===== src/rtl/matmul_seq_pkg.sv =====
// rtl/matmul_seq_pkg.sv - shared widths and state encoding for the matmul job sequencer
package matmul_seq_pkg;

   localparam int DIM_MAX = 3;
   localparam int ELEM_W  = 8;
   localparam int RES_W   = 16;

   localparam logic [2:0] ST_IDLE    = 3'd0;
   localparam logic [2:0] ST_LOAD_A  = 3'd1;
   localparam logic [2:0] ST_LOAD_B  = 3'd2;
   localparam logic [2:0] ST_COMPUTE = 3'd3;
   localparam logic [2:0] ST_TX_REQ  = 3'd4;
   localparam logic [2:0] ST_TX_WAIT = 3'd5;

   typedef enum logic [2:0] {
      S_IDLE    = ST_IDLE,
      S_LOAD_A  = ST_LOAD_A,
      S_LOAD_B  = ST_LOAD_B,
      S_COMPUTE = ST_COMPUTE,
      S_TX_REQ  = ST_TX_REQ,
      S_TX_WAIT = ST_TX_WAIT
   } state_t;

endpackage


===== src/rtl/matmul_job_sequencer_if.sv =====
// rtl/matmul_job_sequencer_if.sv - uart/memory/calculator signals around the job sequencer
interface matmul_job_sequencer_if;
   import matmul_seq_pkg::*;

   logic [ELEM_W-1:0]                  rx_data;
   logic                               rx_valid;
   logic                               tx_busy;
   logic                               mult_done;
   logic [RES_W*DIM_MAX*DIM_MAX-1:0]   mult_result;
   logic                               mem_clr;
   logic                               a_we;
   logic                               b_we;
   logic [3:0]                         wr_addr;
   logic                               mult_start;
   logic [ELEM_W-1:0]                  tx_data;
   logic                               tx_start;
   logic [2:0]                         state;
   logic                               busy;
   logic                               err;
   logic                               ovr;

   modport slave (
      input  rx_data, rx_valid, tx_busy, mult_done, mult_result,
      output mem_clr, a_we, b_we, wr_addr, mult_start, tx_data, tx_start,
             state, busy, err, ovr
   );

   modport master (
      output rx_data, rx_valid, tx_busy, mult_done, mult_result,
      input  mem_clr, a_we, b_we, wr_addr, mult_start, tx_data, tx_start,
             state, busy, err, ovr
   );

endinterface


===== src/rtl/matmul_tx_serializer.sv =====
// rtl/matmul_tx_serializer.sv - latches the product and streams 2*N*N bytes over the tx_busy handshake
module matmul_tx_serializer
   import matmul_seq_pkg::*;
#(
   parameter int DIM = DIM_MAX
) (
   input  logic                             bclk,
   input  logic                             rst,
   input  logic                             start,
   input  logic                             run,
   input  logic [1:0]                       n,
   input  logic [RES_W*DIM_MAX*DIM_MAX-1:0] result,
   input  logic                             tx_busy,
   output logic                             tx_start,
   output logic [ELEM_W-1:0]                tx_data,
   output logic                             in_wait,
   output logic                             done
);

   logic [RES_W*DIM_MAX*DIM_MAX-1:0] res_q;
   logic [1:0]                       r;
   logic [1:0]                       c;
   logic                             lo;
   logic                             seen_busy;
   logic [3:0]                       k;
   logic [RES_W-1:0]                 entry;
   logic                             last;

   assign k     = {2'b00, r} * 4'(DIM) + {2'b00, c};
   assign entry = res_q[{k, 4'b0000} +: RES_W];
   assign last  = lo && (r == n - 2'd1) && (c == n - 2'd1);
   assign done  = run && in_wait && seen_busy && !tx_busy && last;

   always_ff @(posedge bclk or posedge rst) begin
      if (rst) begin
         res_q     <= '0;
         r         <= '0;
         c         <= '0;
         lo        <= 1'b0;
         seen_busy <= 1'b0;
         in_wait   <= 1'b0;
         tx_start  <= 1'b0;
         tx_data   <= '0;
      end else begin
         tx_start <= 1'b0;
         if (start) begin
            res_q     <= result;
            r         <= '0;
            c         <= '0;
            lo        <= 1'b0;
            seen_busy <= 1'b0;
            in_wait   <= 1'b0;
         end else if (run) begin
            if (!in_wait) begin
               if (!tx_busy) begin
                  tx_start  <= 1'b1;
                  tx_data   <= lo ? entry[7:0] : entry[15:8];
                  in_wait   <= 1'b1;
                  seen_busy <= 1'b0;
               end
            end else if (tx_busy) begin
               seen_busy <= 1'b1;
            end else if (seen_busy) begin
               // A byte is finished only after busy has both risen and fallen.
               in_wait <= 1'b0;
               lo      <= !lo;
               if (lo) begin
                  if (c == n - 2'd1) begin
                     c <= '0;
                     r <= (r == n - 2'd1) ? 2'd0 : r + 2'd1;
                  end else begin
                     c <= c + 2'd1;
                  end
               end
            end
         end
      end
   end

endmodule


===== src/rtl/matmul_job_sequencer.sv =====
// rtl/matmul_job_sequencer.sv - frame sequencer for the UART matrix multiplier; RX_TIMEOUT_EN adds a load timeout
module matmul_job_sequencer
   import matmul_seq_pkg::*;
#(
   parameter int DIM            = DIM_MAX,
   parameter int TIMEOUT_CYCLES = 4096
) (
   input  logic                    bclk,
   input  logic                    rst,
   matmul_job_sequencer_if.slave   bus
);

   state_t     st;
   logic [1:0] n;
   logic [1:0] row;
   logic [1:0] col;
   logic       mem_clr_q;
   logic       err_q;
   logic       ovr_q;
   logic       loading;
   logic       ser_start;
   logic       ser_wait;
   logic       ser_done;

   assign loading   = (st == S_LOAD_A) || (st == S_LOAD_B);
   assign ser_start = (st == S_COMPUTE) && bus.mult_done;

   assign bus.a_we       = bus.rx_valid && (st == S_LOAD_A);
   assign bus.b_we       = bus.rx_valid && (st == S_LOAD_B);
   assign bus.wr_addr    = {2'b00, row} * 4'(DIM) + {2'b00, col};
   assign bus.mult_start = (st == S_COMPUTE);
   assign bus.busy       = (st != S_IDLE);
   assign bus.mem_clr    = mem_clr_q;
   assign bus.err        = err_q;
   assign bus.ovr        = ovr_q;
   // The serializer owns the request/wait phase of a transmit.
   assign bus.state      = (st == S_TX_REQ && ser_wait) ? S_TX_WAIT : st;

`ifdef RX_TIMEOUT_EN
   logic [15:0] idle_cnt;
`else
   logic unused_timeout;
   assign unused_timeout = (TIMEOUT_CYCLES != 0);
`endif

   always_ff @(posedge bclk or posedge rst) begin
      if (rst) begin
         st        <= S_IDLE;
         n         <= '0;
         row       <= '0;
         col       <= '0;
         mem_clr_q <= 1'b0;
         err_q     <= 1'b0;
         ovr_q     <= 1'b0;
`ifdef RX_TIMEOUT_EN
         idle_cnt  <= '0;
`endif
      end else begin
         mem_clr_q <= 1'b0;
         err_q     <= 1'b0;
         if (bus.rx_valid && (st == S_COMPUTE || st == S_TX_REQ))
            ovr_q <= 1'b1;
         case (st)
            S_IDLE: begin
               if (bus.rx_valid) begin
                  if (bus.rx_data != '0 && bus.rx_data <= 8'(DIM)) begin
                     n         <= bus.rx_data[1:0];
                     mem_clr_q <= 1'b1;
                     row       <= '0;
                     col       <= '0;
                     ovr_q     <= 1'b0;
                     st        <= S_LOAD_A;
`ifdef RX_TIMEOUT_EN
                     idle_cnt  <= '0;
`endif
                  end else begin
                     err_q <= 1'b1;
                  end
               end
            end
            S_LOAD_A, S_LOAD_B: begin
               if (bus.rx_valid) begin
                  if (col == n - 2'd1) begin
                     col <= '0;
                     if (row == n - 2'd1) begin
                        row <= '0;
                        st  <= (st == S_LOAD_A) ? S_LOAD_B : S_COMPUTE;
                     end else begin
                        row <= row + 2'd1;
                     end
                  end else begin
                     col <= col + 2'd1;
                  end
               end
`ifdef RX_TIMEOUT_EN
               if (bus.rx_valid) begin
                  idle_cnt <= '0;
               end else if (loading && idle_cnt == 16'(TIMEOUT_CYCLES - 1)) begin
                  idle_cnt <= '0;
                  err_q    <= 1'b1;
                  row      <= '0;
                  col      <= '0;
                  st       <= S_IDLE;
               end else begin
                  idle_cnt <= idle_cnt + 16'd1;
               end
`endif
            end
            S_COMPUTE: begin
               if (bus.mult_done)
                  st <= S_TX_REQ;
            end
            S_TX_REQ: begin
               if (ser_done)
                  st <= S_IDLE;
            end
            default: st <= S_IDLE;
         endcase
      end
   end

   matmul_tx_serializer #(
      .DIM (DIM)
   ) u_tx (
      .bclk     (bclk),
      .rst      (rst),
      .start    (ser_start),
      .run      (st == S_TX_REQ),
      .n        (n),
      .result   (bus.mult_result),
      .tx_busy  (bus.tx_busy),
      .tx_start (bus.tx_start),
      .tx_data  (bus.tx_data),
      .in_wait  (ser_wait),
      .done     (ser_done)
   );

endmodule


===== src/flat_wrapper.sv =====
// flat-port wrapper written by rule: the top's interface ports become plain ports
module matmul_job_sequencer_flat import matmul_seq_pkg::*;
#(
   parameter int DIM            = DIM_MAX,
   parameter int TIMEOUT_CYCLES = 4096
)
  (bclk, rst, bus_rx_data, bus_rx_valid, bus_tx_busy, bus_mult_done, bus_mult_result, bus_mem_clr, bus_a_we, bus_b_we, bus_wr_addr, bus_mult_start, bus_tx_data, bus_tx_start, bus_state, bus_busy, bus_err, bus_ovr);
  matmul_job_sequencer_if bus_i ();
  input  logic bclk;
  input  logic rst;
  input wire logic [$bits(bus_i.rx_data)-1:0] bus_rx_data;
  input wire logic [$bits(bus_i.rx_valid)-1:0] bus_rx_valid;
  input wire logic [$bits(bus_i.tx_busy)-1:0] bus_tx_busy;
  input wire logic [$bits(bus_i.mult_done)-1:0] bus_mult_done;
  input wire logic [$bits(bus_i.mult_result)-1:0] bus_mult_result;
  output wire logic [$bits(bus_i.mem_clr)-1:0] bus_mem_clr;
  output wire logic [$bits(bus_i.a_we)-1:0] bus_a_we;
  output wire logic [$bits(bus_i.b_we)-1:0] bus_b_we;
  output wire logic [$bits(bus_i.wr_addr)-1:0] bus_wr_addr;
  output wire logic [$bits(bus_i.mult_start)-1:0] bus_mult_start;
  output wire logic [$bits(bus_i.tx_data)-1:0] bus_tx_data;
  output wire logic [$bits(bus_i.tx_start)-1:0] bus_tx_start;
  output wire logic [$bits(bus_i.state)-1:0] bus_state;
  output wire logic [$bits(bus_i.busy)-1:0] bus_busy;
  output wire logic [$bits(bus_i.err)-1:0] bus_err;
  output wire logic [$bits(bus_i.ovr)-1:0] bus_ovr;
  assign bus_i.rx_data = bus_rx_data;
  assign bus_i.rx_valid = bus_rx_valid;
  assign bus_i.tx_busy = bus_tx_busy;
  assign bus_i.mult_done = bus_mult_done;
  assign bus_i.mult_result = bus_mult_result;
  assign bus_mem_clr = bus_i.mem_clr;
  assign bus_a_we = bus_i.a_we;
  assign bus_b_we = bus_i.b_we;
  assign bus_wr_addr = bus_i.wr_addr;
  assign bus_mult_start = bus_i.mult_start;
  assign bus_tx_data = bus_i.tx_data;
  assign bus_tx_start = bus_i.tx_start;
  assign bus_state = bus_i.state;
  assign bus_busy = bus_i.busy;
  assign bus_err = bus_i.err;
  assign bus_ovr = bus_i.ovr;
  matmul_job_sequencer #(.DIM(DIM), .TIMEOUT_CYCLES(TIMEOUT_CYCLES)) u_core (.bclk(bclk), .rst(rst), .bus(bus_i));
endmodule

===== config.mk =====
export PLATFORM = sky130hd
export DESIGN_NAME = matmul_job_sequencer_flat
export DESIGN_NICKNAME = d
export VERILOG_FILES = /design/src/rtl/matmul_seq_pkg.sv /design/src/rtl/matmul_job_sequencer_if.sv /design/src/rtl/matmul_tx_serializer.sv /design/src/rtl/matmul_job_sequencer.sv /design/src/flat_wrapper.sv
export SDC_FILE = /design/constraint.sdc
export NUM_CORES = 1
export LEC_CHECK = 0
export CORE_MARGIN = 3
export CORE_UTILIZATION = 35
export CTS_CLUSTER_SIZE = 30
export DETAILED_ROUTE_END_ITERATION = 6
export GPL_ROUTABILITY_DRIVEN = 0
export GPL_TIMING_DRIVEN = 1
export SLEW_MARGIN = 20
export SYNTH_ARGS = -nofsm -noshare
export SYNTH_HDL_FRONTEND = slang
export SYNTH_HIERARCHICAL = 1
export SYNTH_SLANG_ARGS = --single-unit

===== constraint.sdc =====
create_clock -name bclk -period 6.5 [get_ports bclk]
set_clock_uncertainty 0.05 [all_clocks]
set_input_delay 0.975 -clock bclk [delete_from_list [all_inputs] [get_ports bclk]]
set_output_delay 0.975 -clock bclk [all_outputs]
set_load 0.01 [all_outputs]

==> results of run 1 <==
-- final cells by class --
class / count / area (um^2) / share of cell area [%]
Timing Repair Buffer: 184 / 1860 / 17.2
Clock buffer: 17 / 425 / 3.93
Sequential cell: 172 / 4300 / 39.7
Multi-Input combinational cell: 350 / 3660 / 33.8
Tap cell: 313 / 392 / 3.62
Clock inverter: 15 / 145 / 1.34
Inverter: 11 / 46.3 / 0.427
-- cells by family (layout without fill, tap and decap cells) --
logic type               Yosys count  after routing  share of synthesized area (%)
XOR/XNOR                          10             10                           1.07
AND/OR/NAND/NOR                   61             61                           4.63
adder cells (fa/ha/maj)           10             10                           1.90
AO/OA/AOI/OAI                     58             58                           4.86
flip-flops                       172            172                           52.6
multiplexers                     211            211                           32.0
buffers and inverters             50            227                           2.95
-- where the power goes --
| part | internal (uW) | switching (uW) | total (uW) |
|---|---|---|---|
| sequential | 1440 | 206 | 1650 |
| combinational | 712 | 420 | 1130 |
| clock | 512 | 471 | 983 |
| total | 2670 | 1100 | 3760 |
-- routing by layer --
| metal | global-route usage (%) | up-vias | share of wire, % |
|---|---|---|---|
| met5 | 0 | - | 0 |
| met2 | 27.0 | 148 | 51 |
| li1 | - | 2423 | - |
| met4 | 5.21 | 0 | 1.8 |
| met3 | 4.45 | 17 | 5.1 |
| met1 | 20.3 | 2676 | 43 |
-- sequential cells by signal (all words and copies together) (netlist names), 2 cells and up --
name                 count
u_core/u_tx/tx_data      8
u_core/n                 2
u_core/col               2
u_core/u_tx/r            2
u_core/row               2
u_core/u_tx/res_q      144
u_core/u_tx/c            2
u_core/st                3
-- cell usage after synthesis (7+ instances only) --
master / count / share of area (%)
a21oi_1: 15 / 0.92
a22oi_1: 16 / 1.5
a2bb2oi_1: 9 / 0.96
clkbuf_1: 22 / 1.0
dfrtp_1: 172 / 53
inv_1: 11 / 0.50
mux2_2: 163 / 22
mux2i_1: 23 / 2.8
mux4_2: 24 / 6.6
nand2_1: 9 / 0.41
nor2_1: 13 / 0.60
nor3_1: 7 / 0.43
o21ai_1: 8 / 0.49
xnor2_1: 9 / 0.96
-- metrics by stage --
stage / worst slack [ns] / total power, uW / utilization [%]
floorplan: 1.16 / 2400 / -
global placement: 2.43 / 2750 / 44.8
detailed placement: 2.31 / 2820 / 44.8
CTS: 2.74 / 3820 / 47.3
global route: 2.37 / 4000 / 47.4
finish: 2.72 / 3760 / 47.4
-- final timing paths --
kind / start / to / cells past startpoint
worst min register to register: u_core/u_tx/res_q[119] / u_core/u_tx/res_q[119] / 1
worst max register to register: u_core/st[0] / u_core/u_tx/res_q[37] / 12
worst max-delay path: bus_tx_busy / u_core/u_tx/res_q[37] / 10
min in group asynchronous: rst / u_core/u_tx/res_q[90] / 2
worst min-delay path: u_core/u_tx/res_q[119] / u_core/u_tx/res_q[119] / 1
max in group asynchronous: rst / u_core/u_tx/res_q[79] / 3
==> flow_metrics.tcl, run 1 <==
set metrics [dict create \
    status "finished clean" \
    reg2reg_slack_ns 2.75 \
    ys_types 47 \
    post_cts_buffers 0 \
    synth-warning-count 6 \
    setup_violations 0 \
    place_area_um2 10200 \
    drive_above_1_share_pct 31.8 \
    core-area_um2 22800 \
    syn_avg_cell_area_um2 14.3 \
    end_kind "flop" \
    final_common_cell "clkdlybuf4s50_1" \
    clkSinkCount 172 \
    insertion_delay_ns 0.43 \
    finalSetupTns_ns 0 \
    crit_buf_inv 2 \
    nets 903 \
    worst_pin_slew_ns 1.04 \
    ys_seq_area_share_pct 52.6 \
    final-hold-violation-count 0 \
    start_kind "primary input" \
    slowest_stage "buf_12" \
    ios 180 \
    period_needed_ns 3.78 \
    htreeDepth 4 \
    totalWireLength_mm 19.7 \
    tritoncts "done" \
    ys_ff_latch 172 \
    cts_buffers 17 \
    drt-initial-drc-count 196 \
    leakage_uw 0.00458 \
    rows 55 \
    post_cts_resized 0 \
    clk_path_buf_depth 2 \
    arrival_ns 4.03 \
    rsz0062_at_grt "no" \
    gr-usage-all-layers_pct 16.1 \
    grt_max_degree 153 \
    grt_pass1_wl_mm 32.3 \
    n_antenna_cell 0 \
    die_area_um2 25300 \
    synth_fp_nets 739 \
    max_slew_margin_pct 30.3 \
    worstHoldPathType "flop to flop" \
    crit_family "simple AND/OR/NAND/NOR gates" \
    crit_fanout 152 \
    die_w_um 159 \
    maxCapViolCount 0 \
    crit_required_ns 6.75 \
    final_max_slew_viol_count 0 \
    final_cells 1062 \
    antenna_left 0 \
    synth-async-reset-ratio_pct 100 \
    cts_hold_buf 0 \
    avgRoutedWirePerCell_um 18.5 \
    firstDrtPassIters 4 \
    fmax_mhz 265 \
    syn_to_final_growth_pct 32.3 \
    io_buffers 179 \
    period_share_pct 58.2 \
    start_util_pct 35.8 \
    syn_inst 572 \
    vias 5264 \
    critPathKind "primary input to flop" \
    nFillCells 2085 \
    dieHeight_um 159 \
    whs_ns 0.452 \
    critical_path.max_stage_delay_ns 0.61 \
    antenna_found_initial 0 \
    vdd_drop_max_v 0.000183 \
    powerDensity_nw_per_um2 347 \
    synth_enable_flop_cells 0 \
    place_inst 1029 \
    dp_hpwl_mm 14.1 \
    grt_pass1_vias 5951 \
    gr-total-overflow 0 \
    cts_root_buffer "clkbuf_16" \
    path_clk_slew_ns 0.07 \
    layout_common_cells "clkdlybuf4s50_1 (179), dfrtp_1 (172), mux2_2 (163), mux4_2 (24), mux2i_1 (23)" \
    synth_ff_type "dfrtp_1" \
    design_area_um2 10800 \
    drcViolationCount 0 \
    vias_per_cell 4.96 \
    syn-cell-area_um2 8190 \
    cp_cell_sequence "clkdlybuf4s50_1 > and4b_1 > nand2_1 > nor3_1 > nor2_1 > a21oi_2 > o22ai_1 > nor3_2 > buf_12 > mux2_2" \
]
Power figures use the tool's default switching activity.
==> run 2: changes to the inputs <==
==> constraint.sdc (replaced) <==
create_clock -name bclk -period 3.6 [get_ports bclk]
set_clock_uncertainty 0.05 [all_clocks]
set_input_delay 0.54 -clock bclk [delete_from_list [all_inputs] [get_ports bclk]]
set_output_delay 0.54 -clock bclk [all_outputs]
set_load 0.01 [all_outputs]
==> run 2 against run 1 <==
Effect of this change: via count is 0.91% higher; non-clock buffer count grew 11; worst setup slack worse by 2.4 ns.
==> flow_metrics.tcl, run 2 (synthesis results as in run 1) <==
set metrics [dict create \
    dp_hpwl_mm 14.7 \
    pre_cts_ws_ns 0.205 \
    end_kind "output pin" \
    grt_pass1_wl_mm 32.2 \
    firstDrtPassIters 4 \
    top_regs "u_core/u_tx/res_q: 144 flops, u_core/u_tx/tx_data: 8 flops, u_core/st: 3 flops" \
    cts_hold_buf 0 \
    die_area_um2 25300 \
    setup_violations 0 \
    antenna_left 0 \
    max_slew_margin_pct 34.4 \
    timing.rr.start "u_core/u_tx/r[0]" \
    rsz0062_at_grt "no" \
    crit_required_ns 3.01 \
    worst_pin_slew_ns 0.982 \
    final_common_cell "clkdlybuf4s50_1" \
    drt-initial-drc-count 146 \
    core-area_um2 22800 \
    die_w_um 159 \
    rr_worst_depth 6 \
    gr-total-overflow 0 \
    ios 180 \
    antenna_found_initial 0 \
    reg2reg_to "u_core/u_tx/tx_data[7]" \
    tritoncts "done" \
    maxCapViolCount 0 \
    htreeDepth 4 \
    crit_fanout 7 \
    layout_common_cells "clkdlybuf4s50_1 (179), dfrtp_1 (172), mux2_2 (163), mux4_2 (24), mux2i_1 (23)" \
    min_to "u_core/u_tx/res_q[95]" \
    whs_path_depth 1 \
    drive_above_1_share_pct 32.8 \
    totalWireLength_mm 20.3 \
    leakage_uw 0.00466 \
    finalSetupTns_ns 0 \
    grt_pass1_vias 5858 \
    vias_per_cell 4.95 \
    final-hold-violation-count 0 \
    final_max_slew_viol_count 0 \
    period_share_pct 89.8 \
    vias 5312 \
    cts_root_buffer "clkbuf_16" \
    n_antenna_cell 0 \
    nets 914 \
    drcViolationCount 0 \
    powerDensity_nw_per_um2 636 \
    regMostFlops "u_core/u_tx/res_q" \
    start_util_pct 35.8 \
    avgRoutedWirePerCell_um 18.9 \
    arrival_ns 2.64 \
    largest_reg_flops 144 \
    rows 55 \
    gr-usage-all-layers_pct 16.1 \
    path_clk_slew_ns 0.07 \
    reg2reg_slack_ns 0.43 \
    status "finished clean" \
    insertion_delay_ns 0.41 \
    post_cts_resized 0 \
    io_buffers 179 \
    fmax_mhz 309 \
    post_cts_buffers 0 \
    critPathKind "flop to output pin" \
    clkSinkCount 172 \
    period_needed_ns 3.23 \
    start_kind "flop" \
    dieHeight_um 159 \
    hp-start "u_core/u_tx/res_q[95]" \
    fin_ws_ns 0.366 \
    syn_to_final_growth_pct 34.4 \
    vdd_drop_max_v 0.000305 \
    grt_max_degree 99 \
    worstHoldPathType "flop to flop" \
    clk_path_buf_depth 2 \
    cts_buffers 17 \
]
## run 2: changes by cell type in the layout (fill, tap and decap cells not counted), sizes merged
cell and delta:
bufinv +3, clkinv -1, inv -8, buf +11
clkinvlp +3, clkbuf +3
## run 2: worst max-delay path by stage
| stage | slack (ns) | endpoint | start | depth (start not counted) |
|---|---|---|---|---|
| 2_1_floorplan | 0.14 | u_core/u_tx/res_q[0] | u_core/st[0] | 16 |
| 3_3_place_gp | 0.31 | u_core/u_tx/tx_data[3] | bus_tx_busy | 12 |
| 3_5_place_dp | 0.20 | u_core/u_tx/tx_data[2] | bus_tx_busy | 12 |
| 4_1_cts | 0.31 | bus_wr_addr[2] | u_core/row[0] | 6 |
| 5_1_grt | 0.17 | u_core/u_tx/res_q[117] | u_core/st[0] | 13 |
| 6_report | 0.37 | bus_wr_addr[2] | u_core/row[0] | 6 |
## run 2: stage by stage
stage                     area (um^2)  std cells  utilization (%)  hold slack [ns]  total power [uW]
after detailed placement        10400       1041             45.4            0.441              5130
after floorplan                  8190        572                -            0.355              4340
after global placement          10400       1041             45.4            0.435              5020
after CTS                       11000       1073             48.1            0.456              7100
final                           11000       1073             48.1            0.454              7000
after global routing            11000       1073             48.1            0.466              7400
## run 2: cell type report
class                   count  area (um^2)
clock buffers              20          467
clock inverters            12          159
fillers                  2030        11800
inverters                  11         45.0
multi-input cells         350         3660
flip-flops and latches    172         4300
well taps                 313          392
repair buffers            195         1970
## run 2: worst max-delay path: stages, from the launching register on
cell and delay [ns]:
dfrtp_1 0.46, fa_1 0.56, ha_1 0.14, inv_1 0.04, fa_1 0.43, inv_1 0.06
clkdlybuf4s50_1 0.53
## run 2: where the power goes
part	switching, uW	total, uW	leakage, uW	internal (uW)
sequential	372	2980	0.00223	2610
clock	777	1930	0.000303	1160
combinational	783	2090	0.00213	1310
total	1930	7000	0.00466	5070
## run 2: routing by layer
metal / vias up / part of all wire, % / GRT usage, %
met5: - / 0 / 0
met1: 2738 / 44 / 20.8
li1: 2433 / - / -
met2: 130 / 51 / 27.3
met3: 11 / 4.8 / 4.50
met4: 0 / 0.99 / 3.58
==> run 3: changes to the inputs <==
--- a/config.mk
+++ b/config.mk
@@ -5,12 +5,15 @@
 export SDC_FILE = /design/constraint.sdc
 export NUM_CORES = 1
 export LEC_CHECK = 0
+export CELL_PAD_IN_SITES_DETAIL_PLACEMENT = 1
+export CELL_PAD_IN_SITES_GLOBAL_PLACEMENT = 2
 export CORE_MARGIN = 3
 export CORE_UTILIZATION = 35
 export CTS_CLUSTER_SIZE = 30
 export DETAILED_ROUTE_END_ITERATION = 6
 export GPL_ROUTABILITY_DRIVEN = 0
 export GPL_TIMING_DRIVEN = 1
+export PLACE_DENSITY_LB_ADDON = 0.1
 export SLEW_MARGIN = 20
 export SYNTH_ARGS = -nofsm -noshare
 export SYNTH_HDL_FRONTEND = slang
==> run 3 against run 2 <==
Effect of this change: wire length grew 8.0%; via count is 1.8% higher; sequential cell count did not move; critical path depth is 7 higher; global-route usage is 1.5 points higher; clock power fell by 7%; first-iteration DRC count grew 67%; utilization decreased by 0.44 points.
==> flow_metrics.tcl, run 3 (synthesis results as in run 1) <==
set metrics [dict create \
    status "finished clean" \
    arrival_ns 3.58 \
    cts_buffers 17 \
    slowest_stage "dfrtp_1" \
    gr-total-overflow 0 \
    clkSinkCount 172 \
    leakage_uw 0.00461 \
    start_util_pct 35.8 \
    worst_pin_slew_ns 0.860 \
    totalWireLength_mm 21.9 \
    powerDensity_nw_per_um2 633 \
    crit_fanout 44 \
    top_regs "u_core/u_tx/res_q: 144 flops, u_core/u_tx/tx_data: 8 flops, u_core/st: 3 flops" \
    syn_to_final_growth_pct 33.1 \
    critical_path.max_stage_delay_ns 0.38 \
    layout_common_cells "clkdlybuf4s50_1 (179), dfrtp_1 (172), mux2_2 (163), mux4_2 (24), mux2i_1 (23)" \
    maxCapViolCount 0 \
    dp_hpwl_mm 16.1 \
    max_slew_margin_pct 42.7 \
    core-area_um2 22800 \
    design_area_um2 10900 \
    crit_required_ns 3.86 \
    die_area_um2 25300 \
    regMostFlops "u_core/u_tx/res_q" \
    grt_max_degree 64 \
    gr-usage-all-layers_pct 17.6 \
    insertion_delay_ns 0.43 \
    end_kind "flop" \
    vdd_drop_max_v 0.000295 \
    critPathKind "flop to flop" \
    htreeDepth 4 \
    avgRoutedWirePerCell_um 20.4 \
    vias_per_cell 5.05 \
    final-hold-violation-count 0 \
    dieHeight_um 159 \
    path_clk_slew_ns 0.07 \
    die_w_um 159 \
    post_cts_resized 0 \
    nets 912 \
    ios 180 \
    drt-initial-drc-count 244 \
    vias 5410 \
    antenna_found_initial 3 \
    post_cts_buffers 0 \
    cp_cell_sequence "nor2_1 > nand2_1 > inv_1 > and4b_1 > nand2_1 > nor3_1 > nor2_1 > a21oi_2 > o22ai_1 > nor3_2 > buf_4 > buf_12 > mux2_2" \
    antenna_left 0 \
    start_kind "flop" \
    grt_pass1_vias 6160 \
    rows 55 \
    rsz0062_at_grt "no" \
    final_common_cell "clkdlybuf4s50_1" \
    io_buffers 179 \
    drive_above_1_share_pct 32.5 \
    period_needed_ns 3.32 \
    whs_ns 0.352 \
    tritoncts "done" \
    drcViolationCount 0 \
    cts_hold_buf 0 \
    grt_pass1_wl_mm 34.7 \
    firstDrtPassIters 4 \
    finalSetupTns_ns 0 \
    final_util_pct 47.7 \
    setup_violations 0 \
    n_antenna_cell 0 \
    period_share_pct 92.3 \
    final_max_slew_viol_count 0 \
    cts_root_buffer "clkbuf_16" \
    worstHoldPathType "primary input to asynchronous set/reset pin" \
    fmax_mhz 301 \
    largest_reg_flops 144 \
    place_area_um2 10300 \
    clk_path_buf_depth 2 \
]
run 3: cell count changes in the layout (fill, tap and decap cells not counted), sizes merged:
cell / before / now
buf: 16 / 14
clkinv: 4 / 1
inv: 13 / 19
clkinvlp: 3 / 4
bufinv: 3 / 0
clkbuf: 20 / 19
run 3: critical path, delay by kind of cell (launching register included):
kind | cells | cell delay, ns
DFF | 1 | 0.38
buffers and inverters | 3 | 0.64
and+or+nand+nor | 7 | 1.43
muxes | 1 | 0.38
AOI/OAI and AO/OA | 2 | 0.27
run 3: layout make-up:
type	instances	area [um^2]
Fill cell	2293	11900
Clock inverter	13	123
Multi-Input combinational cell	350	3660
Timing Repair Buffer	193	1930
Clock buffer	19	443
Sequential cell	172	4300
Inverter	11	45.0
Tap cell	313	392
run 3: routing by layer:
metal / vias up / share of wire [%] / track usage, % / wire [um]
met5: - / 0.15 / 0 / 32
met4: 6 / 1.0 / 4.66 / 229
met3: 23 / 5.2 / 5.10 / 1140
met2: 115 / 50 / 29.7 / 10900
met1: 2832 / 44 / 22.4 / 9570
li1: 2434 / - / - / -
run 3: worst paths after layout:
path / start / end / slack [ns] / cells after the start
worst max-delay path: u_core/st[1] / u_core/u_tx/res_q[63] / 0.28 / 13
worst min-delay path: rst / u_core/u_tx/r[0] / 0.35 / 2
worst max register to register: u_core/st[1] / u_core/u_tx/res_q[63] / 0.28 / 13
worst min register to register: u_core/bus.ovr / u_core/bus.ovr / 0.45 / 2
max in group asynchronous: rst / u_core/u_tx/res_q[15] / 2.14 / 3
min in group bclk: u_core/bus.ovr / u_core/bus.ovr / 0.45 / 2
run 3: power by group:
group	total, uW	internal (uW)	switching, uW
logic	2120	1300	818
clock network	1800	936	860
registers	2990	2600	381
total	6900	4840	2060
run 3: through the flow:
step / setup slack [ns] / power [uW] / instances
after detailed placement: 0.0897 / 5180 / 1039
after floorplan: 0.135 / 4340 / 572
final: 0.277 / 6900 / 1071
after global placement: 0.211 / 5050 / 1039
after global routing: 0.000560 / 7340 / 1071
after CTS: 0.252 / 7010 / 1071
